===== config.mk =====
export PLATFORM = sky130hd
export DESIGN_NAME = montgomery_modexp_ctrl
export DESIGN_NICKNAME = d
export VERILOG_FILES = /design/src/rtl/montgomery_modexp_ctrl.sv
export SDC_FILE = /design/constraint.sdc
export NUM_CORES = 1
export LEC_CHECK = 0
export CAP_MARGIN = 20
export CORE_MARGIN = 2
export CORE_UTILIZATION = 68
export CTS_CLUSTER_DIAMETER = 60
export DETAILED_ROUTE_END_ITERATION = 10
export HOLD_SLACK_MARGIN = 0.06
export PLACE_DENSITY = 0.95
export SLEW_MARGIN = 15
export SYNTH_ARGS = -nofsm -noshare
export SYNTH_HDL_FRONTEND = slang
export SYNTH_SLANG_ARGS = --single-unit

===== constraint.sdc =====
create_clock -name clk -period 17.8 [get_ports clk]
set_input_delay 2.67 -clock clk [delete_from_list [all_inputs] [get_ports clk]]
set_output_delay 2.67 -clock clk [all_outputs]
set_load 0.005 [all_outputs]

===== src/rtl/montgomery_modexp_ctrl.sv =====
// Left-to-right square-and-multiply modular exponentiation in the Montgomery domain.
// One shared multiplier and one reduce stage, one operation per cycle.
module montgomery_modexp_ctrl #(
  parameter int unsigned DATA_WIDTH = 8,
  parameter int unsigned EXP_WIDTH  = 4
) (
  input  logic                  clk,
  input  logic                  reset,
  input  logic                  start,
  input  logic [DATA_WIDTH-1:0] base_mont,
  input  logic [DATA_WIDTH-1:0] r_mod_n,
  input  logic [EXP_WIDTH-1:0]  exponent,
  input  logic [DATA_WIDTH-1:0] modulant,
  input  logic [DATA_WIDTH-1:0] R_div_two,
  output logic                  busy,
  output logic                  done,
  output logic [DATA_WIDTH-1:0] result
);

  localparam int unsigned W    = DATA_WIDTH;
  localparam int unsigned IdxW = (EXP_WIDTH > 1) ? $clog2(EXP_WIDTH) : 1;

  typedef enum logic [2:0] {
    StIdle, StSqrMul, StSqrRed, StMpyMul, StMpyRed, StConvMul, StConvRed, StDone
  } state_e;

  state_e              state_q, state_d;
  logic [W-1:0]        acc_q, acc_d;
  logic [2*W-1:0]      prod_q, prod_d;
  logic [IdxW-1:0]     idx_q, idx_d;
  logic [W-1:0]        base_q, base_d;
  logic [W-1:0]        mod_q, mod_d;
  logic [W-1:0]        rdt_q, rdt_d;
  logic [EXP_WIDTH-1:0] exp_q, exp_d;
  logic [W-1:0]        result_q, result_d;
  logic [W-1:0]        mul_b;
  logic [W-1:0]        red;
  logic                unused_rdt;

  // REDC with R = 2^W: W halving steps (adding n when odd), then one conditional subtract.
  function automatic logic [W-1:0] mont_reduce(input logic [2*W-1:0] p, input logic [W-1:0] n);
    logic [2*W:0] t;
    t = {1'b0, p};
    for (int i = 0; i < int'(W); i++) begin
      if (t[0]) t = t + {{(W + 1){1'b0}}, n};
      t = t >> 1;
    end
    if (t >= {{(W + 1){1'b0}}, n}) t = t - {{(W + 1){1'b0}}, n};
    return t[W-1:0];
  endfunction

  assign red        = mont_reduce(prod_q, mod_q);
  // R/2 is latched for the datapath interface; the bit-serial reduce derives R from W.
  assign unused_rdt = ^rdt_q;

  always_comb begin
    unique case (state_q)
      StMpyMul:  mul_b = base_q;
      StConvMul: mul_b = {{(W - 1){1'b0}}, 1'b1};
      default:   mul_b = acc_q;
    endcase
  end

  always_comb begin
    state_d  = state_q;
    acc_d    = acc_q;
    prod_d   = prod_q;
    idx_d    = idx_q;
    base_d   = base_q;
    mod_d    = mod_q;
    rdt_d    = rdt_q;
    exp_d    = exp_q;
    result_d = result_q;
    unique case (state_q)
      StIdle: begin
        if (start) begin
          base_d  = base_mont;
          exp_d   = exponent;
          mod_d   = modulant;
          rdt_d   = R_div_two;
          acc_d   = r_mod_n;
          idx_d   = IdxW'(EXP_WIDTH - 1);
          state_d = StSqrMul;
        end
      end
      StSqrMul, StMpyMul, StConvMul: begin
        prod_d = {{W{1'b0}}, acc_q} * {{W{1'b0}}, mul_b};
        unique case (state_q)
          StSqrMul: state_d = StSqrRed;
          StMpyMul: state_d = StMpyRed;
          default:  state_d = StConvRed;
        endcase
      end
      StSqrRed: begin
        acc_d = red;
        if (exp_q[idx_q]) begin
          state_d = StMpyMul;
        end else if (idx_q == '0) begin
          state_d = StConvMul;
        end else begin
          idx_d   = idx_q - 1'b1;
          state_d = StSqrMul;
        end
      end
      StMpyRed: begin
        acc_d = red;
        if (idx_q == '0) begin
          state_d = StConvMul;
        end else begin
          idx_d   = idx_q - 1'b1;
          state_d = StSqrMul;
        end
      end
      StConvRed: begin
        result_d = red;
        state_d  = StDone;
      end
      default: state_d = StIdle;
    endcase
  end

  always_ff @(posedge clk) begin
    if (reset) begin
      state_q  <= StIdle;
      acc_q    <= '0;
      prod_q   <= '0;
      idx_q    <= '0;
      base_q   <= '0;
      mod_q    <= '0;
      rdt_q    <= '0;
      exp_q    <= '0;
      result_q <= '0;
    end else begin
      state_q  <= state_d;
      acc_q    <= acc_d;
      prod_q   <= prod_d;
      idx_q    <= idx_d;
      base_q   <= base_d;
      mod_q    <= mod_d;
      rdt_q    <= rdt_d;
      exp_q    <= exp_d;
      result_q <= result_d;
    end
  end

  assign busy   = (state_q != StIdle) && (state_q != StDone);
  assign done   = (state_q == StDone);
  assign result = result_q;

endmodule


==> flow_summary.json, run 1 <==
{
  "grt.total_usage_pct": 34.9,
  "run_status": "completed",
  "ctsLongestPathBuffers": 2,
  "final_hold_viol_count": 0,
  "final_util_pct": 75.4,
  "hpwl_mm": 19.5,
  "grt_remaining_overflow": 0,
  "cp_slowest_cell": "dfxtp_1",
  "yosysTopAreaCellShare_pct": 13.6,
  "final_cell_area_sq_um": 10500,
  "syn_area_sq_um": 9690,
  "synth_fa_ha_area_share_pct": 22.9,
  "synth-xor-area-share_pct": 7.13,
  "async_reset_ff_share_pct": 0,
  "die_h_um": 123,
  "synth.avg_cell_area_sq_um": 7.50,
  "hold_path.class": "reg2reg",
  "crit_family": "compound AO/OA/AOI/OAI gates",
  "top_usage_layer": "met2",
  "rsz0062_at_grt": "false",
  "synth_area_leaders": "ha_1 (14%), dfxtp_1 (12%), fa_1 (9.3%)",
  "p_switching_uw": 605,
  "grt_pass1_vias": 9435,
  "p_leak_nw": 4.71,
  "grt_max_degree": 55,
  "gp_congestion": 0.913,
  "ys_ff_latch": 57,
  "ant_nets": 0,
  "min_path_cells": 2,
  "fmax_mhz": 71.5,
  "drc": 0,
  "rows": 43,
  "fp.dieW_um": 123,
  "initial_core_util_pct": 69.8,
  "critPathCapture": "result[4]$_SDFFE_PP0N_",
  "cp_common_cell": "a21oi_1",
  "critPathMaxFanout": 26,
  "r2r_slack_ns": 3.82,
  "postSynthCellCount": 1292,
  "vias": 9905,
  "use_met2_pct": 61.1,
  "setup.worst_path.end_class": "flip-flop",
  "maxCapViolCount": 0,
  "reg2reg_from": "prod_q[0]$_SDFFE_PP0P_",
  "port_buffers": 40,
  "crit_start": "prod_q[0]$_SDFFE_PP0P_",
  "postCtsSetupBuffers": 0,
  "ys_seq_area_share_pct": 11.8,
  "grt_use_met1_pct": 41.7,
  "critPathMaxStageDelay_ns": 0.95,
  "firstDrtPassIters": 7,
  "crit_required_ns": 17.98,
  "post-route-period-util_pct": 78.5,
  "synthTopCellsByCount": "nand2_1 (175), a21oi_1 (118), ha_1 (105), inv_1 (99), nor2_1 (80)",
  "power_frac_seq_pct": 15.1,
  "clock_skew_ns": 0.00624,
  "ys_warn_count": 0,
  "wl_per_cell_um": 18.1,
  "antenna_found_initial": 0,
  "pre_cts_slack_ns": 4.55,
  "cts_max_level": 3,
  "die_area_sq_um": 15200,
  "clk_pin_slew_ns": 0.06,
  "path_buf_inv": 4,
  "clkSinkCount": 57,
  "cts_buffers": 9,
  "synthFlopType": "dfxtp_1",
  "cts-root-buf": "clkbuf_16",
  "yosysMostFrequentCell": "nand2_1",
  "io_pins": 49,
  "area.growth.synth_to_final_pct": 8.07,
  "syn_nets": 1481,
  "pwr-share-clk_pct": 16.3,
  "synth_edf_count": 0,
  "dp.cells": 1467,
  "fin_crit_ns": 13.98,
  "whs_ns": 0.452,
  "finalNetCount": 1487,
  "synth_mux_area_share_pct": 2.85,
  "comb_power_share_pct": 68.7,
  "post_cts_resized": 0,
  "setup-violations-final": 0,
  "ctsHoldBuffers": 0,
  "power-per-cell-area_nw_per_um2": 112,
  "drv_slew": 0,
  "n_antenna_cell": 0,
  "synth.distinct_cells": 89,
  "drive_gt1_share_pct": 5.68,
  "dpl-instance-area_sq_um": 10100,
  "rr_endpoint": "result[4]$_SDFFE_PP0N_",
  "drt-vias-per-instance": 6.68,
  "synthSimpleGateAreaFrac_pct": 22.4,
  "synth_top_family_by_area": "compound AO/OA/AOI/OAI gates",
  "setup_slack_ns": 3.82,
  "p_int_uw": 571,
  "grt_first_pass_wirelength_mm": 42.8,
  "instances_no_fill": 1483,
  "insertion_delay_ns": 0.34,
  "grt_use_met3_pct": 4.38,
  "vdd_drop_max_uv": 105,
  "wirelength_mm": 26.8,
  "path_class": "reg2reg",
  "finalPower_mw": 1.18,
  "crit_path_start_kind": "flip-flop",
  "fillers": 909,
  "synth_compound_area_share_pct": 26.8,
  "reg2regPathDepth": 57,
  "worst_slew_pin_slew_ns": 1.04,
  "slew_headroom_pct": 29.2,
  "cts_tree": "yes",
  "switching_share_pct": 51.4,
  "final.setup.tns_ns": 0,
  "path_depth": 57,
  "yosys.area.top_type": "ha_1",
  "drtIter0Drc": 950,
  "arrival_ns": 14.16,
  "design.core.area_sq_um": 13900
}
flip-flops by register name, summed over array words and instances, names as in the netlist:
register / cells
prod_q: 16
acc_q: 8
base_q: 8
mod_q: 8
result: 8
exp_q: 4
state_q: 3
idx_q: 2
worst min-delay path by stage:
stage,from,end
6_report,base_q[7]$_SDFFE_PP0P_,base_q[7]$_SDFFE_PP0P_
2_1_floorplan,exp_q[2]$_SDFFE_PP0P_,exp_q[2]$_SDFFE_PP0P_
3_5_place_dp,base_q[7]$_SDFFE_PP0P_,base_q[7]$_SDFFE_PP0P_
5_1_grt,base_q[7]$_SDFFE_PP0P_,base_q[7]$_SDFFE_PP0P_
4_1_cts,base_q[7]$_SDFFE_PP0P_,base_q[7]$_SDFFE_PP0P_
3_3_place_gp,exp_q[2]$_SDFFE_PP0P_,exp_q[2]$_SDFFE_PP0P_
power groups by stage:
| stage | clock [mW] | combinational [mW] | sequential [mW] |
|---|---|---|---|
| final | 0.191 | 0.808 | 0.177 |
| after global routing | 0.194 | 0.871 | 0.178 |
| after CTS | 0.189 | 0.782 | 0.175 |
| after detailed placement | 0 | 0.750 | 0.177 |
| after global placement | 0 | 0.718 | 0.176 |
| after floorplan | 0 | 0.600 | 0.153 |
routing by layer:
layer | share of wire [%] | vias to the layer above
met1 | 39 | 4601
met4 | 4.7 | 0
met2 | 48 | 556
met5 | 0 | -
met3 | 8.1 | 133
li1 | - | 4615
area by class of cell:
| class | instances | area (sq um) | area share (%) |
|---|---|---|---|
| Multi-Input combinational cell | 1084 | 7960 | 76.0 |
| Sequential cell | 57 | 1140 | 10.9 |
| Timing Repair Buffer | 46 | 440 | 4.21 |
| Inverter | 100 | 375 | 3.59 |
| Clock buffer | 9 | 225 | 2.15 |
| Clock inverter | 7 | 103 | 0.980 |
| Tap cell | 180 | 225 | 2.15 |
logic make-up (layout without fill, tap and decap cells):
family          after synthesis  count (layout)
buf+inv                     151             162
simple gates                448             448
mux                          24              24
fa+ha+maj                   150             150
xor+xnor                     74              74
flops                        57              57
compound gates              388             388
placed cells by master, fill, tap and decap left out, types with 8 or more instances in the layout:
master / instances
o21bai_1: 12
nor4_1: 8
and2_1: 40
nand2b_1: 12
nand3_1: 31
or3_1: 10
a31oi_1: 10
a211oi_1: 15
a21o_1: 30
o21ai_0: 55
nor3_1: 21
clkbuf_16: 9
clkdlybuf4s50_1: 39
nand2_1: 175
xor2_1: 27
ha_1: 105
fa_1: 45
a211o_1: 14
nor2_1: 80
a22oi_1: 16
xnor2_1: 43
dfxtp_1: 57
o21ai_1: 14
nor2b_1: 17
o21a_1: 16
mux2_2: 16
a21oi_1: 118
inv_1: 99
o211ai_1: 10
nand4_1: 12
nand3b_1: 9
worst min-delay path, cell delays in order (launching register included):
cell and delay [ns]:
dfxtp_1 0.31, nand2_1 0.05, a21oi_1 0.05
(Power assumes the default switching activity.)
==> run 2, diff against run 1 <==
--- a/config.mk
+++ b/config.mk
@@ -7,11 +7,11 @@
 export LEC_CHECK = 0
 export CAP_MARGIN = 20
 export CORE_MARGIN = 2
-export CORE_UTILIZATION = 68
+export CORE_UTILIZATION = 63
 export CTS_CLUSTER_DIAMETER = 60
 export DETAILED_ROUTE_END_ITERATION = 10
 export HOLD_SLACK_MARGIN = 0.06
-export PLACE_DENSITY = 0.95
+export PLACE_DENSITY = 0.89
 export SLEW_MARGIN = 15
 export SYNTH_ARGS = -nofsm -noshare
 export SYNTH_HDL_FRONTEND = slang
==> constraint.sdc (replaced) <==
create_clock -name clk -period 13.5 [get_ports clk]
set_input_delay 2.025 -clock clk [delete_from_list [all_inputs] [get_ports clk]]
set_output_delay 2.025 -clock clk [all_outputs]
set_load 0.005 [all_outputs]
==> run 2 against run 1 <==
Compared with the run above: via count shrank 2.6%; cell count is 1.0% higher; first-iteration DRC count is 28% lower; clock power up 31%; fmax is 9.7% higher; non-clock buffer count increased by 7; total power rose by 29%; count of clock-buffer cells in the layout did not move; clock skew up 0.0017 ns; sequential share of layout area is 0.081 points lower; utilization is 5.5 points lower; register-to-register slack got worse by 3.1 ns; critical path type unchanged.
==> flow_summary.json, run 2 (same netlist as run 1, synthesis figures left out) <==
{
  "pwr-share-clk_pct": 16.5,
  "clk_pin_slew_ns": 0.06,
  "crit_required_ns": 13.67,
  "setup-violations-final": 0,
  "gp_congestion": 0.964,
  "crit_path_start_kind": "flip-flop",
  "drt-vias-per-instance": 6.44,
  "n_antenna_cell": 0,
  "layout_commonest_cell": "nand2_1",
  "final_cell_area_sq_um": 10500,
  "grt.total_usage_pct": 31.5,
  "io_pins": 49,
  "rsz0062_at_grt": "false",
  "drive_gt1_share_pct": 6.26,
  "min_path_cells": 2,
  "hold_path.class": "reg2reg",
  "vias": 9644,
  "final_hold_viol_count": 0,
  "rr_endpoint": "result[4]$_SDFFE_PP0N_",
  "drc": 0,
  "power-per-cell-area_nw_per_um2": 144,
  "cp_slowest_cell": "fa_1",
  "dr_wl_met3_mm": 1.63,
  "port_buffers": 40,
  "power_frac_seq_pct": 14.8,
  "final.setup.tns_ns": 0,
  "arrival_ns": 12.91,
  "fmax_mhz": 78.5,
  "setup.worst_path.end_class": "flip-flop",
  "clkSinkCount": 57,
  "fin_crit_ns": 12.74,
  "initial_core_util_pct": 64.2,
  "cp_common_cell": "a21oi_1",
  "area.growth.synth_to_final_pct": 8.89,
  "run_status": "completed",
  "drv_slew": 0,
  "topRoutingLayerUsed": "met4",
  "pre_cts_slack_ns": 0.753,
  "path_class": "reg2reg",
  "ctsLongestPathBuffers": 2,
  "cts-root-buf": "clkbuf_16",
  "min_to": "base_q[5]$_SDFFE_PP0P_",
  "die_area_sq_um": 16400,
  "p_int_uw": 751,
  "worst_slew_pin_slew_ns": 1.05,
  "design.core.area_sq_um": 15100,
  "r2r_slack_ns": 0.76,
  "cts_tree": "yes",
  "largest_register_ffs": 16,
  "fp.dieW_um": 128,
  "cts_max_level": 3,
  "vdd_drop_max_uv": 156,
  "comb_power_share_pct": 68.7,
  "firstDrtPassIters": 5,
  "maxCapViolCount": 0,
  "die_h_um": 128,
  "finalPower_mw": 1.52,
  "met2_length_mm": 12.3,
  "layout_common_cells": "nand2_1 (175), a21oi_1 (118), ha_1 (105)",
  "p_switching_uw": 770,
  "cts_buffers": 9,
  "drtIter0Drc": 684,
  "regMostFlops": "prod_q",
  "p_leak_nw": 4.74,
  "drt-met1-wl_mm": 10.8,
  "setup_slack_ns": 0.764,
  "rows": 45,
  "grt_remaining_overflow": 0,
  "antenna_found_initial": 0,
  "post-route-period-util_pct": 94.3,
  "hpwl_mm": 19.4,
  "postCtsSetupBuffers": 0,
  "ant_nets": 0,
  "dpl-instance-area_sq_um": 10200,
  "finalNetCount": 1494,
  "wirelength_mm": 25.7,
  "wl_per_cell_um": 17.2,
  "min_from": "base_q[5]$_SDFFE_PP0P_",
  "insertion_delay_ns": 0.33,
  "switching_share_pct": 50.6,
  "clock_skew_ns": 0.00798,
  "grt_pass1_vias": 8948,
  "slew_headroom_pct": 28.6,
  "critPathMaxStageDelay_ns": 0.60,
  "grt_max_degree": 55,
  "critPathMaxFanout": 23,
  "grt_first_pass_wirelength_mm": 42.2,
  "reg2reg_from": "prod_q[1]$_SDFFE_PP0P_",
  "reg2regPathDepth": 56
}
run 2: cell count changes in the layout (fill, tap and decap cells not counted):
| cell | before | now |
|---|---|---|
| a31oi_1 | 10 | 9 |
| a2111oi_1 | 0 | 1 |
| a2111oi_0 | 6 | 5 |
| clkinv_4 | 3 | 2 |
| buf_4 | 6 | 13 |
| inv_6 | 1 | 2 |
| a31oi_4 | 1 | 2 |
run 2: cell type report:
cell class / instances / area, sq um
fill: 1159 / 4540
tap: 188 / 235
clock buffer: 9 / 225
inverter: 100 / 375
multi-input combinational: 1084 / 7980
clock inverter: 7 / 103
sequential: 57 / 1140
timing repair buffer: 53 / 493
run 2: critical path: cells and delay by family, from the launching register on:
kind / cells / cell delay (ns)
AO/OA/AOI/OAI: 22 / 4.78
adder cells (fa/ha/maj): 9 / 3.49
AND/OR/NAND/NOR: 15 / 1.69
buffers and inverters: 4 / 0.73
multiplexers: 2 / 0.66
XOR/XNOR: 4 / 0.66
flip-flops: 1 / 0.59
run 2: power groups by stage:
| stage | registers [mW] | logic (mW) | clock network (mW) |
|---|---|---|---|
| 2_1_floorplan | 0.201 | 0.791 | 0 |
| 3_3_place_gp | 0.225 | 0.964 | 0 |
| 3_5_place_dp | 0.226 | 0.998 | 0 |
| 4_1_cts | 0.223 | 1.02 | 0.252 |
| 5_1_grt | 0.227 | 1.15 | 0.259 |
| 6_report | 0.225 | 1.05 | 0.251 |
run 2: worst max-delay path by stage:
stage                                      start                      to  slack [ns]
after floorplan           prod_q[0]$_SDFFE_PP0P_  result[0]$_SDFFE_PP0N_        1.66
final                     prod_q[1]$_SDFFE_PP0P_  result[4]$_SDFFE_PP0N_        0.76
after CTS                 prod_q[1]$_SDFFE_PP0P_  result[4]$_SDFFE_PP0N_        0.65
after global placement    prod_q[1]$_SDFFE_PP0P_  result[4]$_SDFFE_PP0N_        1.22
after global routing      prod_q[1]$_SDFFE_PP0P_  result[4]$_SDFFE_PP0N_        0.03
after detailed placement  prod_q[1]$_SDFFE_PP0P_  result[4]$_SDFFE_PP0N_        0.75
run 2: timing repair:
| item | 4_1_cts | 5_1_grt |
|---|---|---|
| setup endpoints to repair | 0 | 15 |
| hold buffers | 0 | 0 |
| gates resized for setup | 0 | 3 |
| endpoints found under the hold margin | 0 | 0 |
run 2: metrics by stage:
| step | hold slack (ns) | cells | utilization, % |
|---|---|---|---|
| floorplan | 0.433 | 1292 | - |
| global placement | 0.441 | 1482 | 67.6 |
| detailed placement | 0.448 | 1482 | 67.6 |
| CTS | 0.456 | 1498 | 69.8 |
| global route | 0.481 | 1498 | 69.9 |
| finish | 0.456 | 1498 | 69.9 |
run 2: per-layer routing:
layer / up-vias / track usage [%]
li1: 4633 / -
met1: 4530 / 40.5
met2: 400 / 54.1
met3: 81 / 3.42
met4: 0 / 12.5
met5: - / 0
==> run 3, diff against run 2 <==
--- a/config.mk
+++ b/config.mk
@@ -12,6 +12,7 @@
 export DETAILED_ROUTE_END_ITERATION = 10
 export HOLD_SLACK_MARGIN = 0.06
 export PLACE_DENSITY = 0.89
+export SKIP_CTS_REPAIR_TIMING = 1
 export SLEW_MARGIN = 15
 export SYNTH_ARGS = -nofsm -noshare
 export SYNTH_HDL_FRONTEND = slang
==> results of run 3 <==
No change in the layout: final DEF, timing and power equal those of run 2.
